[src/rtl/game_flow_fsm.sv]
`default_nettype none
// ============================================================================
// Module : game_flow_fsm
// Game phase sequencer: stage flow, lives, per-stage countdown, overlay reset.
// Rev    : 1.0  initial release
// ============================================================================
module game_flow_fsm #(
   parameter int CLKS_PER_SEC  = 50_000_000,
   parameter int STAGE_SECONDS = 60,
   parameter int NUM_LIVES     = 3
) (
   input  logic       clk,
   input  logic       resetn,
   input  logic       start,
   input  logic       restart,
   input  logic       start_display_done,
   input  logic       stage_1_begin_done,
   input  logic       stage_2_begin_done,
   input  logic       stage_3_begin_done,
   input  logic       stage_1_end_display_done,
   input  logic       stage_2_end_display_done,
   input  logic       stage_3_end_display_done,
   input  logic       stage_cleared,
   input  logic       player_hit,
   output logic       wait_start,
   output logic       stage_1_begin,
   output logic       stage_2_begin,
   output logic       stage_3_begin,
   output logic       stage_1_done,
   output logic       stage_2_done,
   output logic       stage_3_done,
   output logic       win,
   output logic       game_over,
   output logic       play_enable,
   output logic [1:0] stage_num,
   output logic [2:0] lives,
   output logic [7:0] time_left,
   output logic       overlay_resetn
);

   localparam int PS_W = (CLKS_PER_SEC > 1) ? $clog2(CLKS_PER_SEC) : 1;

   localparam logic [PS_W-1:0] C_PS_MAX = PS_W'(CLKS_PER_SEC - 1);
   localparam logic [2:0]      C_LIVES  = 3'(NUM_LIVES);
   localparam logic [7:0]      C_SECS   = 8'(STAGE_SECONDS);

   localparam logic [3:0] C_ST_WAIT      = 4'd0;
   localparam logic [3:0] C_ST_S1_BEGIN  = 4'd1;
   localparam logic [3:0] C_ST_S1_PLAY   = 4'd2;
   localparam logic [3:0] C_ST_S1_DONE   = 4'd3;
   localparam logic [3:0] C_ST_S2_BEGIN  = 4'd4;
   localparam logic [3:0] C_ST_S2_PLAY   = 4'd5;
   localparam logic [3:0] C_ST_S2_DONE   = 4'd6;
   localparam logic [3:0] C_ST_S3_BEGIN  = 4'd7;
   localparam logic [3:0] C_ST_S3_PLAY   = 4'd8;
   localparam logic [3:0] C_ST_S3_DONE   = 4'd9;
   localparam logic [3:0] C_ST_WIN       = 4'd10;
   localparam logic [3:0] C_ST_GAME_OVER = 4'd11;

   logic [3:0]      r_state;
   logic [3:0]      w_state_nxt;
   logic [6:0]      r_done_q;
   logic [2:0]      r_lives;
   logic [7:0]      r_time;
   logic [PS_W-1:0] r_presc;
   logic [1:0]      r_stage;
   logic [1:0]      w_stage_nxt;
   logic            r_ovr_resetn;

   // The start button belongs to the overlay controller.
   logic w_unused;
   assign w_unused = &{1'b0, start};

   // Bit 0: start display; bits 1..3: stage begin; bits 4..6: stage end display.
   logic [6:0] w_done_in;
   logic [6:0] w_rise;
   assign w_done_in = {stage_3_end_display_done, stage_2_end_display_done,
                       stage_1_end_display_done, stage_3_begin_done,
                       stage_2_begin_done, stage_1_begin_done, start_display_done};
   assign w_rise    = w_done_in & ~r_done_q;

   logic w_in_play;
   logic w_wrap;
   logic w_expire;
   logic w_enter_play;
   logic w_restart_go;
   assign w_in_play    = (r_state == C_ST_S1_PLAY) || (r_state == C_ST_S2_PLAY) ||
                         (r_state == C_ST_S3_PLAY);
   assign w_wrap       = w_in_play && (r_presc == C_PS_MAX);
   // A zero count inside PLAY only survives when a hit pre-empted the expiry edge.
   assign w_expire     = w_in_play && ((w_wrap && r_time == 8'd1) || r_time == 8'd0);
   assign w_enter_play = !w_in_play && ((w_state_nxt == C_ST_S1_PLAY) ||
                         (w_state_nxt == C_ST_S2_PLAY) || (w_state_nxt == C_ST_S3_PLAY));
   assign w_restart_go = ((r_state == C_ST_WIN) || (r_state == C_ST_GAME_OVER)) && restart;

   always_ff @(posedge clk) begin
      if (!resetn) r_state <= C_ST_WAIT;
      else         r_state <= w_state_nxt;
   end

   always_comb begin
      w_state_nxt = r_state;
      case (r_state)
         C_ST_WAIT:     if (w_rise[0]) w_state_nxt = C_ST_S1_BEGIN;
         C_ST_S1_BEGIN: if (w_rise[1]) w_state_nxt = C_ST_S1_PLAY;
         C_ST_S2_BEGIN: if (w_rise[2]) w_state_nxt = C_ST_S2_PLAY;
         C_ST_S3_BEGIN: if (w_rise[3]) w_state_nxt = C_ST_S3_PLAY;
         C_ST_S1_PLAY, C_ST_S2_PLAY, C_ST_S3_PLAY: begin
            if (stage_cleared)
               w_state_nxt = r_state + 4'd1;
            else if (player_hit) begin
               if (r_lives == 3'd1) w_state_nxt = C_ST_GAME_OVER;
            end else if (w_expire)
               w_state_nxt = C_ST_GAME_OVER;
         end
         C_ST_S1_DONE:  if (w_rise[4]) w_state_nxt = C_ST_S2_BEGIN;
         C_ST_S2_DONE:  if (w_rise[5]) w_state_nxt = C_ST_S3_BEGIN;
         C_ST_S3_DONE:  if (w_rise[6]) w_state_nxt = C_ST_WIN;
         C_ST_WIN, C_ST_GAME_OVER: if (restart) w_state_nxt = C_ST_WAIT;
         default:       w_state_nxt = C_ST_WAIT;
      endcase
   end

   always_comb begin
      w_stage_nxt = r_stage;
      case (w_state_nxt)
         C_ST_WAIT:                                 w_stage_nxt = 2'd0;
         C_ST_S1_BEGIN, C_ST_S1_PLAY, C_ST_S1_DONE: w_stage_nxt = 2'd1;
         C_ST_S2_BEGIN, C_ST_S2_PLAY, C_ST_S2_DONE: w_stage_nxt = 2'd2;
         C_ST_S3_BEGIN, C_ST_S3_PLAY, C_ST_S3_DONE: w_stage_nxt = 2'd3;
         default:                                   w_stage_nxt = r_stage;
      endcase
   end

   always_ff @(posedge clk) begin
      if (!resetn) begin
         r_done_q     <= '0;
         r_lives      <= C_LIVES;
         r_time       <= C_SECS;
         r_presc      <= '0;
         r_stage      <= 2'd0;
         r_ovr_resetn <= 1'b0;
      end else begin
         // Clearing on restart lets the regenerated sticky dones register as new rises.
         r_done_q     <= w_restart_go ? 7'd0 : w_done_in;
         r_ovr_resetn <= !w_restart_go;
         r_stage      <= w_stage_nxt;
         if (r_state == C_ST_WAIT && w_rise[0])
            r_lives <= C_LIVES;
         else if (w_in_play && !stage_cleared && player_hit)
            r_lives <= r_lives - 3'd1;
         if (w_enter_play) begin
            r_time  <= C_SECS;
            r_presc <= '0;
         end else if (w_in_play) begin
            if (w_wrap) begin
               r_presc <= '0;
               if (r_time != 8'd0) r_time <= r_time - 8'd1;
            end else begin
               r_presc <= r_presc + 1'b1;
            end
         end
      end
   end

   always_comb begin
      wait_start    = (r_state == C_ST_WAIT);
      stage_1_begin = (r_state == C_ST_S1_BEGIN);
      stage_2_begin = (r_state == C_ST_S2_BEGIN);
      stage_3_begin = (r_state == C_ST_S3_BEGIN);
      stage_1_done  = (r_state == C_ST_S1_DONE);
      stage_2_done  = (r_state == C_ST_S2_DONE);
      stage_3_done  = (r_state == C_ST_S3_DONE);
      win           = (r_state == C_ST_WIN);
      game_over     = (r_state == C_ST_GAME_OVER);
      play_enable   = w_in_play;
   end

   assign stage_num      = r_stage;
   assign lives          = r_lives;
   assign time_left      = r_time;
   assign overlay_resetn = r_ovr_resetn;

endmodule
`default_nettype wire

[config.mk]
export PLATFORM = sky130hd
export DESIGN_NAME = game_flow_fsm
export DESIGN_NICKNAME = d
export VERILOG_FILES = /design/src/rtl/game_flow_fsm.sv
export SDC_FILE = /design/constraint.sdc
export NUM_CORES = 1
export LEC_CHECK = 0
export ABC_CLOCK_PERIOD_IN_PS = 6900
export CORE_AREA = 2 2 82 84
export DETAILED_ROUTE_END_ITERATION = 6
export DIE_AREA = 0 0 84 86
export GPL_TIMING_DRIVEN = 0
export PLACE_DENSITY = 0.81
export SYNTH_ARGS = -nofsm -noshare
export SYNTH_HDL_FRONTEND = slang
export SYNTH_SLANG_ARGS = --single-unit
[constraint.sdc]
create_clock -name clk -period 6.9 [get_ports clk]
set_input_delay 1.035 -clock clk [delete_from_list [all_inputs] [get_ports clk]]
set_output_delay 1.035 -clock clk [all_outputs]
set_load 0.02 [all_outputs]
==> flow_metrics.env, run 1 <==
export IMPL_net_switching_power_of_the_design_w=0.000171
export IMPL_max_slew_margin_rel_pct=40.1
export IMPL_dieHeight_um=86
export IMPL_synth_yosys_warnings=0
export IMPL_power_w=0.000627
export IMPL_met1Wirelength_um=3230
export IMPL_cts_repair_timing_setup_buffer_count=0
export IMPL_highest_signal_layer="met4"
export IMPL_detailroute_wirelength_met3_um=257
export IMPL_route_detailed_drc=0
export IMPL_timing_final_crit_share_pct=53.3
export IMPL_pin_count_of_the_biggest_net_entering_global_routing=17
export IMPL_postSynthRegisterBits=51
export IMPL_ctsHtreeMaxLevel=2
export IMPL_clock_tree_buffer_depth=2
export IMPL_timing_final_max_slew_violations=0
export IMPL_hold_buffers=0
export IMPL_floorplan_initialDensity_pct=49.3
export IMPL_timing_critical_path_required_ns=5.86
export IMPL_drt_pre_antenna_iters=4
export IMPL_final_layout_size_suffix_gt1_share_pct=11.5
export IMPL_detail_route_wirelength_um=6830
export IMPL_p_int_w=0.000455
export IMPL_hold_path_class="flip-flop to flip-flop"
export IMPL_seq_area_frac_synth_pct=33.0
export IMPL_final_net_count=405
export IMPL_syn_to_final_growth_pct=18.0
export IMPL_routability_congestion_estimate=0.882
export IMPL_synthDistinctLibCells=66
export IMPL_number_of_enable_type_register_cells_in_the_synthesized_netlist=0
export IMPL_power_share_combinational_pct=16.9
export IMPL_grt_first_pass_wirelength_um=12000
export IMPL_antenna_diode_count=0
export IMPL_syn_num_nets=363
export IMPL_clock_insertion_delay_worst_skew_ns=0.32
export IMPL_dp_worst_setup_slack_ns=3.02
export IMPL_power_frac_seq_pct=48.7
export IMPL_detail_route_wl_per_cell_um=14.8
export IMPL_synth_avg_cell_area_um2=9.10
export IMPL_switching_share_pct=27.3
export IMPL_design_core_area_um2=6280
export IMPL_power_density_nw_per_um2=172
export IMPL_maxCapViolations=0
export IMPL_clock_network_power_share_pct=34.5
export IMPL_total_neg_setup_slack_ns=0
export IMPL_async_reset_ff_share_pct=0
export IMPL_path_clk_slew_ns=0.10
export IMPL_total_leakage_power_nw=1.33
export IMPL_layout_cells_most_common_list="51 x dfxtp_1, 35 x clkdlybuf4s50_1, 24 x nand2_1"
export IMPL_timing_final_hold_violations=0
export IMPL_grt_overflow_total=0
export IMPL_run_status="finished clean"
export IMPL_cts_repair_resize_count=0
export IMPL_root_buffer="clkbuf_8"
export IMPL_core_rowCount=29
export IMPL_area_of_the_mapped_netlist_um2=3090
export IMPL_worstMarginPinSlew_ns=0.890
export IMPL_number_of_antenna_violations_at_the_first_check_in_global_routing=0
export IMPL_dr_wl_met2_um=3250
export IMPL_largest_clock_skew_in_the_final_design_ns=0.00866
export IMPL_grt_pass1_vias=2546
export IMPL_die_area_um2=7220
export IMPL_grt_setup_unrepaired="no"
export IMPL_postSynth_topFlopCell="dfxtp_1"
export IMPL_critical_path_peak_fanout=10
export IMPL_place_hpwl_um=5110
export IMPL_antenna_left=0
export IMPL_cts_buffers=5
export IMPL_endpoint_kind="primary output"
export IMPL_timing_final_ws_setup_ns=3.22
export IMPL_startpoint_class_of_the_critical_path="flip-flop"
export IMPL_num_vias=2629
export IMPL_initialDrtViolationCount=105
export IMPL_report_final_setup_viol=0
export IMPL_tritoncts="done"
export IMPL_clock_sinks=51
export IMPL_io_pins=37
export IMPL_fin_util_pct=58.2
export IMPL_fp_dieW_um=84
export IMPL_critical_path_class="flip-flop to primary output"
export IMPL_most_common_cell_after_layout_fill_and_taps_aside="dfxtp_1"
export IMPL_fin_crit_ns=3.68
export IMPL_worst_ir_drop_vdd_mv=0.105
export IMPL_synthCells=340
export IMPL_port_buffers=35
export IMPL_max_freq_ghz=0.272
export IMPL_critPathArrivalTime_ns=2.64
export IMPL_detail_route_vias_per_cell=5.72
export IMPL_grt_total_usage_pct=20.2
==> state kept, by name, summed over array words and instances, names as in the netlist <==
| register | cells |
|---|---|
| time_left | 8 |
| r_state | 4 |
| lives | 3 |
| stage_num | 2 |
| r_presc | 26 |
| r_done_q | 7 |
| overlay_resetn | 1 |
==> final timing paths <==
path | start | cells after the start | end | slack [ns]
worst max-delay path | r_state[0] | 6 | play_enable | 3.22
worst min-delay path | lives[1] | 2 | lives[1] | 0.52
worst max register to register | r_state[0] | 12 | r_presc[22] | 3.25
worst min register to register | lives[1] | 2 | lives[1] | 0.52
==> cell type report <==
class	count	area, um2
tap	77	96.3
clock inverter	2	38.8
sequential	51	1020
fill	550	2630
inverter	15	56.3
clock buffer	6	72.6
multi-input combinational	262	1950
timing repair buffer	35	350
buffer	12	70.1
==> per-stage QoR <==
stage               hold slack (ns)  cell area, um2  std cells
detailed placement            0.506            3540        452
floorplan                     0.480            3090        340
global placement              0.495            3540        452
finish                        0.523            3650        460
CTS                           0.520            3650        460
global route                  0.558            3650        460
==> worst max-delay path: stages, from the launching register on <==
cell	delay [ns]
dfxtp_1	0.48
inv_1	0.12
ha_1	0.32
mux2_2	0.32
mux2i_1	0.29
inv_2	0.20
clkdlybuf4s50_1	0.58
==> Yosys cell counts, types with 3 or more instances <==
cell type	n	share of area (%)
dfxtp_1	51	33
nand2_1	24	2.9
nor2_1	16	1.9
xor2_1	15	4.2
inv_1	14	1.7
nand3_1	14	2.3
nor4_1	14	2.8
xnor2_1	14	4.0
and3_1	13	2.6
nor2b_1	13	2.6
and2_1	11	2.2
nand2b_1	11	2.2
ha_1	10	4.0
nand4_1	9	1.8
a21oi_1	8	1.3
nor2_2	8	1.6
clkbuf_1	7	0.85
o21ai_0	7	1.1
nand3b_1	5	1.2
nor3_1	5	0.81
nor4_2	5	2.0
nand4b_1	4	1.1
a21oi_2	3	0.85
buf_6	3	1.1
nand4b_4	3	2.3
o211ai_1	3	0.73
or3_1	3	0.61
==> power groups by stage <==
| stage | clock (W) | sequential (W) | combinational (W) |
|---|---|---|---|
| floorplan | 0 | 0.000313 | 0.0000690 |
| global placement | 0 | 0.000311 | 0.000101 |
| detailed placement | 0 | 0.000312 | 0.000104 |
| CTS | 0.000220 | 0.000305 | 0.000106 |
| global route | 0.000233 | 0.000306 | 0.000115 |
| finish | 0.000216 | 0.000305 | 0.000106 |
==> per-layer routing <==
metal  global-route usage (%)  up-vias
met2                     33.2       48
li1                         -     1318
met1                     27.1     1253
met3                     3.46       10
met5                        0        -
met4                     6.30        0
==> cell families (layout without fill, tap and decap cells) <==
family,Yosys count,in the layout,synth area share (%)
buffers and inverters,27,70,4.09
adder cells (fa/ha/maj),11,11,4.37
XOR/XNOR,29,29,8.21
AND/OR/NAND/NOR,169,169,34.3
multiplexers,2,2,0.688
AO/OA/AOI/OAI,51,51,15.3
flip-flops,51,51,33.0
Power figures use the tool's default switching activity.
==> run 2: changes to the inputs <==
Settings changed: ABC_CLOCK_PERIOD_IN_PS 6900 to 3400.
Clock period 6.9 ns to 3.4 ns, I/O delays scaled along.
==> run 2 against run 1 <==
Effect of this change:
- worst setup slack got worse by 3.0 ns
- sequential power is 100% higher
- die area did not move
- critical path type is now flip-flop to flip-flop
- clock power rose by 100%
- sequential share of layout area down 0.46 points
- critical path depth rose by 3
- critical endpoint is now r_presc[2]
- largest cell class unchanged
==> flow_metrics.env, run 2 (synthesis gave the netlist of run 1 again) <==
export IMPL_largest_clock_skew_in_the_final_design_ns=0.00844
export IMPL_clock_sinks=51
export IMPL_detail_route_wl_per_cell_um=15.1
export IMPL_worstMarginPinSlew_ns=0.596
export IMPL_critical_path_peak_fanout=10
export IMPL_design_core_area_um2=6280
export IMPL_cts_buffers=5
export IMPL_grt_first_pass_wirelength_um=12000
export IMPL_place_hpwl_um=5110
export IMPL_detail_route_wirelength_um=6980
export IMPL_timing_final_max_slew_violations=0
export IMPL_root_buffer="clkbuf_8"
export IMPL_worstPathBufferInverterCount=1
export IMPL_initialDrtViolationCount=126
export IMPL_clock_insertion_delay_worst_skew_ns=0.32
export IMPL_route_detailed_drc=0
export IMPL_layout_cell_area_non_filler_um2=3720
export IMPL_endpoint_kind="flip-flop"
export IMPL_pin_count_of_the_biggest_net_entering_global_routing=17
export IMPL_drt_pre_antenna_iters=4
export IMPL_total_neg_setup_slack_ns=0
export IMPL_die_area_um2=7220
export IMPL_worst_ir_drop_vdd_mv=0.215
export IMPL_max_slew_margin_rel_pct=60.3
export IMPL_antenna_left=0
export IMPL_fin_util_pct=59.3
export IMPL_tritoncts="done"
export IMPL_grt_overflow_total=0
export IMPL_timing_critical_path_required_ns=3.62
export IMPL_dieHeight_um=86
export IMPL_final_layout_size_suffix_gt1_share_pct=14.0
export IMPL_ctsHtreeMaxLevel=2
export IMPL_critPathArrivalTime_ns=3.44
export IMPL_grt_setup_unrepaired="no"
export IMPL_port_buffers=35
export IMPL_final_net_count=407
export IMPL_startpoint_class_of_the_critical_path="flip-flop"
export IMPL_total_leakage_power_nw=1.36
export IMPL_hold_path_class="flip-flop to flip-flop"
export IMPL_layout_cells_most_common_list="49 x dfxtp_1, 35 x clkdlybuf4s50_1, 24 x nand2_1"
export IMPL_clock_tree_buffer_depth=2
export IMPL_grt_total_usage_pct=20.1
export IMPL_crit_path_max_incr_delay_ns=0.55
export IMPL_top_register="r_presc"
export IMPL_critical_path_cell_chain="or4_1, or4_4, a2111oi_4, a211oi_1, o311a_4, nand4b_4, a41oi_4, buf_6, nor2_2"
export IMPL_timing_final_crit_share_pct=94.7
export IMPL_most_common_cell_after_layout_fill_and_taps_aside="dfxtp_1"
export IMPL_antenna_diode_count=0
export IMPL_maxCapViolations=0
export IMPL_critical_path_class="flip-flop to flip-flop"
export IMPL_number_of_antenna_violations_at_the_first_check_in_global_routing=0
export IMPL_run_status="finished clean"
export IMPL_postPlaceCellArea_um2=3540
export IMPL_power_density_nw_per_um2=345
export IMPL_syn_to_final_growth_pct=20.3
export IMPL_number_of_flip_flops_under_the_largest_register_name=26
export IMPL_num_vias=2640
export IMPL_timing_final_hold_violations=0
export IMPL_grt_pass1_vias=2578
export IMPL_core_rowCount=29
export IMPL_io_pins=37
export IMPL_critPathSlowestCell="or4_4"
export IMPL_routability_congestion_estimate=0.882
export IMPL_fin_crit_ns=3.22
export IMPL_hold_buffers=0
export IMPL_fp_dieW_um=84
export IMPL_num_fill_cells=537
export IMPL_max_freq_ghz=0.311
export IMPL_rrSetupSlack_ns=0.18
export IMPL_path_clk_slew_ns=0.10
export IMPL_detail_route_vias_per_cell=5.71
export IMPL_floorplan_initialDensity_pct=49.3
export IMPL_report_final_setup_viol=0
export IMPL_largest_delay_share_family_worst_path="simple AND/OR/NAND/NOR gates"
[run 2: repair_timing]
action,CTS,global route
endpoints found under the setup margin,31,31
setup buffers,2,0
endpoints found under the hold margin,0,0
pin swaps,1,1
gates resized for setup,4,10
[run 2: worst register-to-register path: stages, from the launching register on]
cell and delay [ns]:
dfxtp_1 0.37, or4_1 0.53, or4_4 0.55, a2111oi_4 0.26
a211oi_1 0.15, o311a_4 0.38, nand4b_4 0.24, a41oi_4 0.37
buf_6 0.22, nor2_2 0.05
[run 2: area by class of cell]
type / count / area [um2] / area share (%)
inverters: 15 / 56.3 / 1.51
repair buffers: 37 / 365 / 9.82
plain buffers: 12 / 73.8 / 1.98
well taps: 77 / 96.3 / 2.59
clock inverters: 2 / 38.8 / 1.04
flip-flops and latches: 51 / 1020 / 27.5
multi-input cells: 262 / 1990 / 53.6
clock buffers: 6 / 72.6 / 1.95
[run 2: path summary, 6_finish.rpt]
check                  start         end  depth (start not counted)
setup reg to reg  r_presc[7]  r_presc[2]                          9
hold reg to reg     lives[1]    lives[1]                          2
setup / recovery  r_presc[7]  r_presc[2]                          9
hold / removal      lives[1]    lives[1]                          2
[run 2: routing by layer]
metal | GRT usage [%] | share of wire (%)
met5 | 0 | 0
met4 | 6.74 | 1.2
met3 | 3.56 | 3.8
met2 | 33.2 | 48
met1 | 26.8 | 47
[run 2: report_power, final]
part	total (W)	internal (W)	switching [W]
Combinational	0.000223	0.0000974	0.000126
Sequential	0.000620	0.000609	0.0000103
Clock	0.000439	0.000223	0.000216
Total	0.00128	0.000930	0.000352
[run 2: metrics by stage]
step	cells	hold WS, ns	setup slack [ns]	total power, W
after floorplan	340	0.480	0.341	0.000774
after global placement	452	0.495	-0.119	0.000838
after detailed placement	452	0.506	-0.226	0.000844
after CTS	462	0.520	0.00961	0.00128
after global routing	462	0.558	0.00175	0.00134
final	462	0.524	0.181	0.00128
==> run 3: changes to the inputs <==
Settings changed: ABC_CLOCK_PERIOD_IN_PS 3400 to 3150.
Clock period 3.4 ns to 3.15 ns, I/O delays scaled along.
==> run 3 against run 2 <==
Effect of this change:
- the run now ends with setup timing left
- count of clock-buffer cells in the layout unchanged
- worst setup slack worse by 0.20 ns
- non-clock buffer count is 20 higher
- design area rose by 8.7%
- largest power group unchanged
- sequential cell count unchanged
- maximum frequency is 1.4% higher
- first-iteration DRC count up 34%
- die area unchanged
- critical endpoint is now time_left[1]
==> flow_metrics.env, run 3 (synthesis gave the netlist of run 1 again) <==
export IMPL_run_status="finished, violations left"
export IMPL_violations="setup timing"
export IMPL_report_final_setup_viol=11
export IMPL_seqCellArea_um2=1030
export IMPL_detail_route_wl_per_cell_um=16.2
export IMPL_route_detailed_drc=0
export IMPL_multi_input_comb_area_um2=2100
export IMPL_initialDrtViolationCount=169
export IMPL_pin_count_of_the_biggest_net_entering_global_routing=17
export IMPL_tritoncts="done"
export IMPL_num_fill_cells=485
export IMPL_fin_crit_ns=3.17
export IMPL_number_of_flip_flops_under_the_largest_register_name=26
export IMPL_critPathArrivalTime_ns=3.39
export IMPL_root_buffer="clkbuf_8"
export IMPL_timing_final_ws_setup_ns=-0.0243
export IMPL_worst_ir_drop_vdd_mv=0.202
export IMPL_die_area_um2=7220
export IMPL_dieHeight_um=86
export IMPL_detail_route_vias_per_cell=5.83
export IMPL_hold_path_startpoint="lives[1]"
export IMPL_timing_final_max_slew_violations=0
export IMPL_instances_no_fill=482
export IMPL_critical_path_reg2reg_endpoint="time_left[1]"
export IMPL_worstHoldEndpoint="lives[1]"
export IMPL_rr_startpoint="r_presc[11]"
export IMPL_clock_sinks=51
export IMPL_path_clk_slew_ns=0.10
export IMPL_max_freq_ghz=0.315
export IMPL_num_vias=2810
export IMPL_routability_congestion_estimate=0.882
export IMPL_antenna_diode_count=0
export IMPL_timing_final_crit_share_pct=101
export IMPL_top_register="r_presc"
export IMPL_worst_hold_path_num_cells=2
export IMPL_fp_dieW_um=84
export IMPL_clock_tree_buffer_depth=2
export IMPL_design_core_area_um2=6280
export IMPL_maxCapViolations=0
export IMPL_layout_cells_most_common_list="46 x dfxtp_1, 35 x clkdlybuf4s50_1, 24 x nand2_1"
export IMPL_most_common_cell_after_layout_fill_and_taps_aside="dfxtp_1"
export IMPL_power_density_nw_per_um2=356
export IMPL_hold_buffers=0
export IMPL_ctsHtreeMaxLevel=2
export IMPL_detail_route_wirelength_um=7790
export IMPL_drt_pre_antenna_iters=4
export IMPL_hold_path_class="flip-flop to flip-flop"
export IMPL_dp_worst_setup_slack_ns=-0.476
export IMPL_cts_buffers=5
export IMPL_timing_critical_path_required_ns=3.36
export IMPL_grt_first_pass_wirelength_um=12500
export IMPL_total_leakage_power_nw=1.48
export IMPL_placed_cells_incl_taps=452
export IMPL_clock_insertion_delay_worst_skew_ns=0.32
export IMPL_port_buffers=35
export IMPL_place_hpwl_um=5110
export IMPL_floorplan_initialDensity_pct=49.3
export IMPL_final_layout_size_suffix_gt1_share_pct=21.7
export IMPL_worstMarginPinSlew_ns=0.761
export IMPL_critical_path_class="flip-flop to flip-flop"
export IMPL_largest_clock_skew_in_the_final_design_ns=0.0134
export IMPL_io_pins=37
export IMPL_number_of_antenna_violations_at_the_first_check_in_global_routing=0
export IMPL_syn_to_final_growth_pct=30.7
export IMPL_hold_worst_slack_ns=0.524
export IMPL_max_slew_margin_rel_pct=49.3
export IMPL_grt_overflow_total=0
export IMPL_grt_pass1_vias=2653
export IMPL_core_rowCount=29
export IMPL_startpoint_class_of_the_critical_path="flip-flop"
export IMPL_total_neg_setup_slack_ns=-0.145
export IMPL_worstRegToRegCells=10
export IMPL_critical_path_peak_fanout=5
export IMPL_rrSetupSlack_ns=-0.02
export IMPL_grt_setup_unrepaired="yes"
export IMPL_grt_total_usage_pct=21.1
export IMPL_timing_final_hold_violations=0
export IMPL_final_net_count=427
export IMPL_antenna_left=0
export IMPL_endpoint_kind="flip-flop"
run 3: worst max path at each step:
stage	to	from
2_1_floorplan	time_left[4]	r_state[0]
3_3_place_gp	r_presc[17]	r_state[0]
3_5_place_dp	r_presc[4]	r_state[0]
4_1_cts	time_left[1]	r_presc[11]
5_1_grt	r_presc[15]	r_presc[11]
6_report	time_left[1]	r_presc[11]
run 3: layout make-up:
class,instances,share of cell area (%)
flip-flops and latches,51,25.6
repair buffers,57,13.6
well taps,77,2.38
inverters,15,1.61
clock inverters,2,0.959
multi-input cells,262,51.9
plain buffers,12,2.13
clock buffers,6,1.79
run 3: stage by stage:
stage	total power (W)	instance area (um2)	util [%]
CTS	0.00141	3830	61.1
finish	0.00144	4040	64.4
detailed placement	0.000911	3540	56.4
global route	0.00150	4040	64.4
global placement	0.000904	3540	56.4
floorplan	0.000836	3090	-
run 3: worst max-delay path: stages, from the launching register on:
cell and delay (ns):
dfxtp_2 0.35, or4_1 0.51, or4_4 0.56, a2111oi_4 0.30
or2b_4 0.24, a41oi_4 0.20, nand4b_4 0.28, a41oi_4 0.30
buf_4 0.17, buf_16 0.11, a211oi_2 0.03
run 3: power by group:
part	leakage (nW)	switching, W	internal [W]
Sequential	0.417	0.0000121	0.000657
Combinational	1.01	0.000157	0.000139
Clock	0.0558	0.000236	0.000240
run 3: what timing repair did:
action | CTS | global route
cloned | 1 | 1
setup endpoints to repair | 35 | 31
endpoints found under the hold margin | 0 | 0
pin swaps | 5 | 13
buffers inserted | 6 | 15
gates resized for setup | 26 | 25
run 3: per-layer routing:
metal  wire length (um)  part of all wire [%]  vias up  global-route usage [%]
li1                   -                     -     1372                       -
met1               3490                    45     1372                    27.6
met2               3980                    51       57                    35.3
met3                222                   2.8        9                    3.46
met4                 97                   1.2        0                    7.48
met5                  0                     0        -                       0
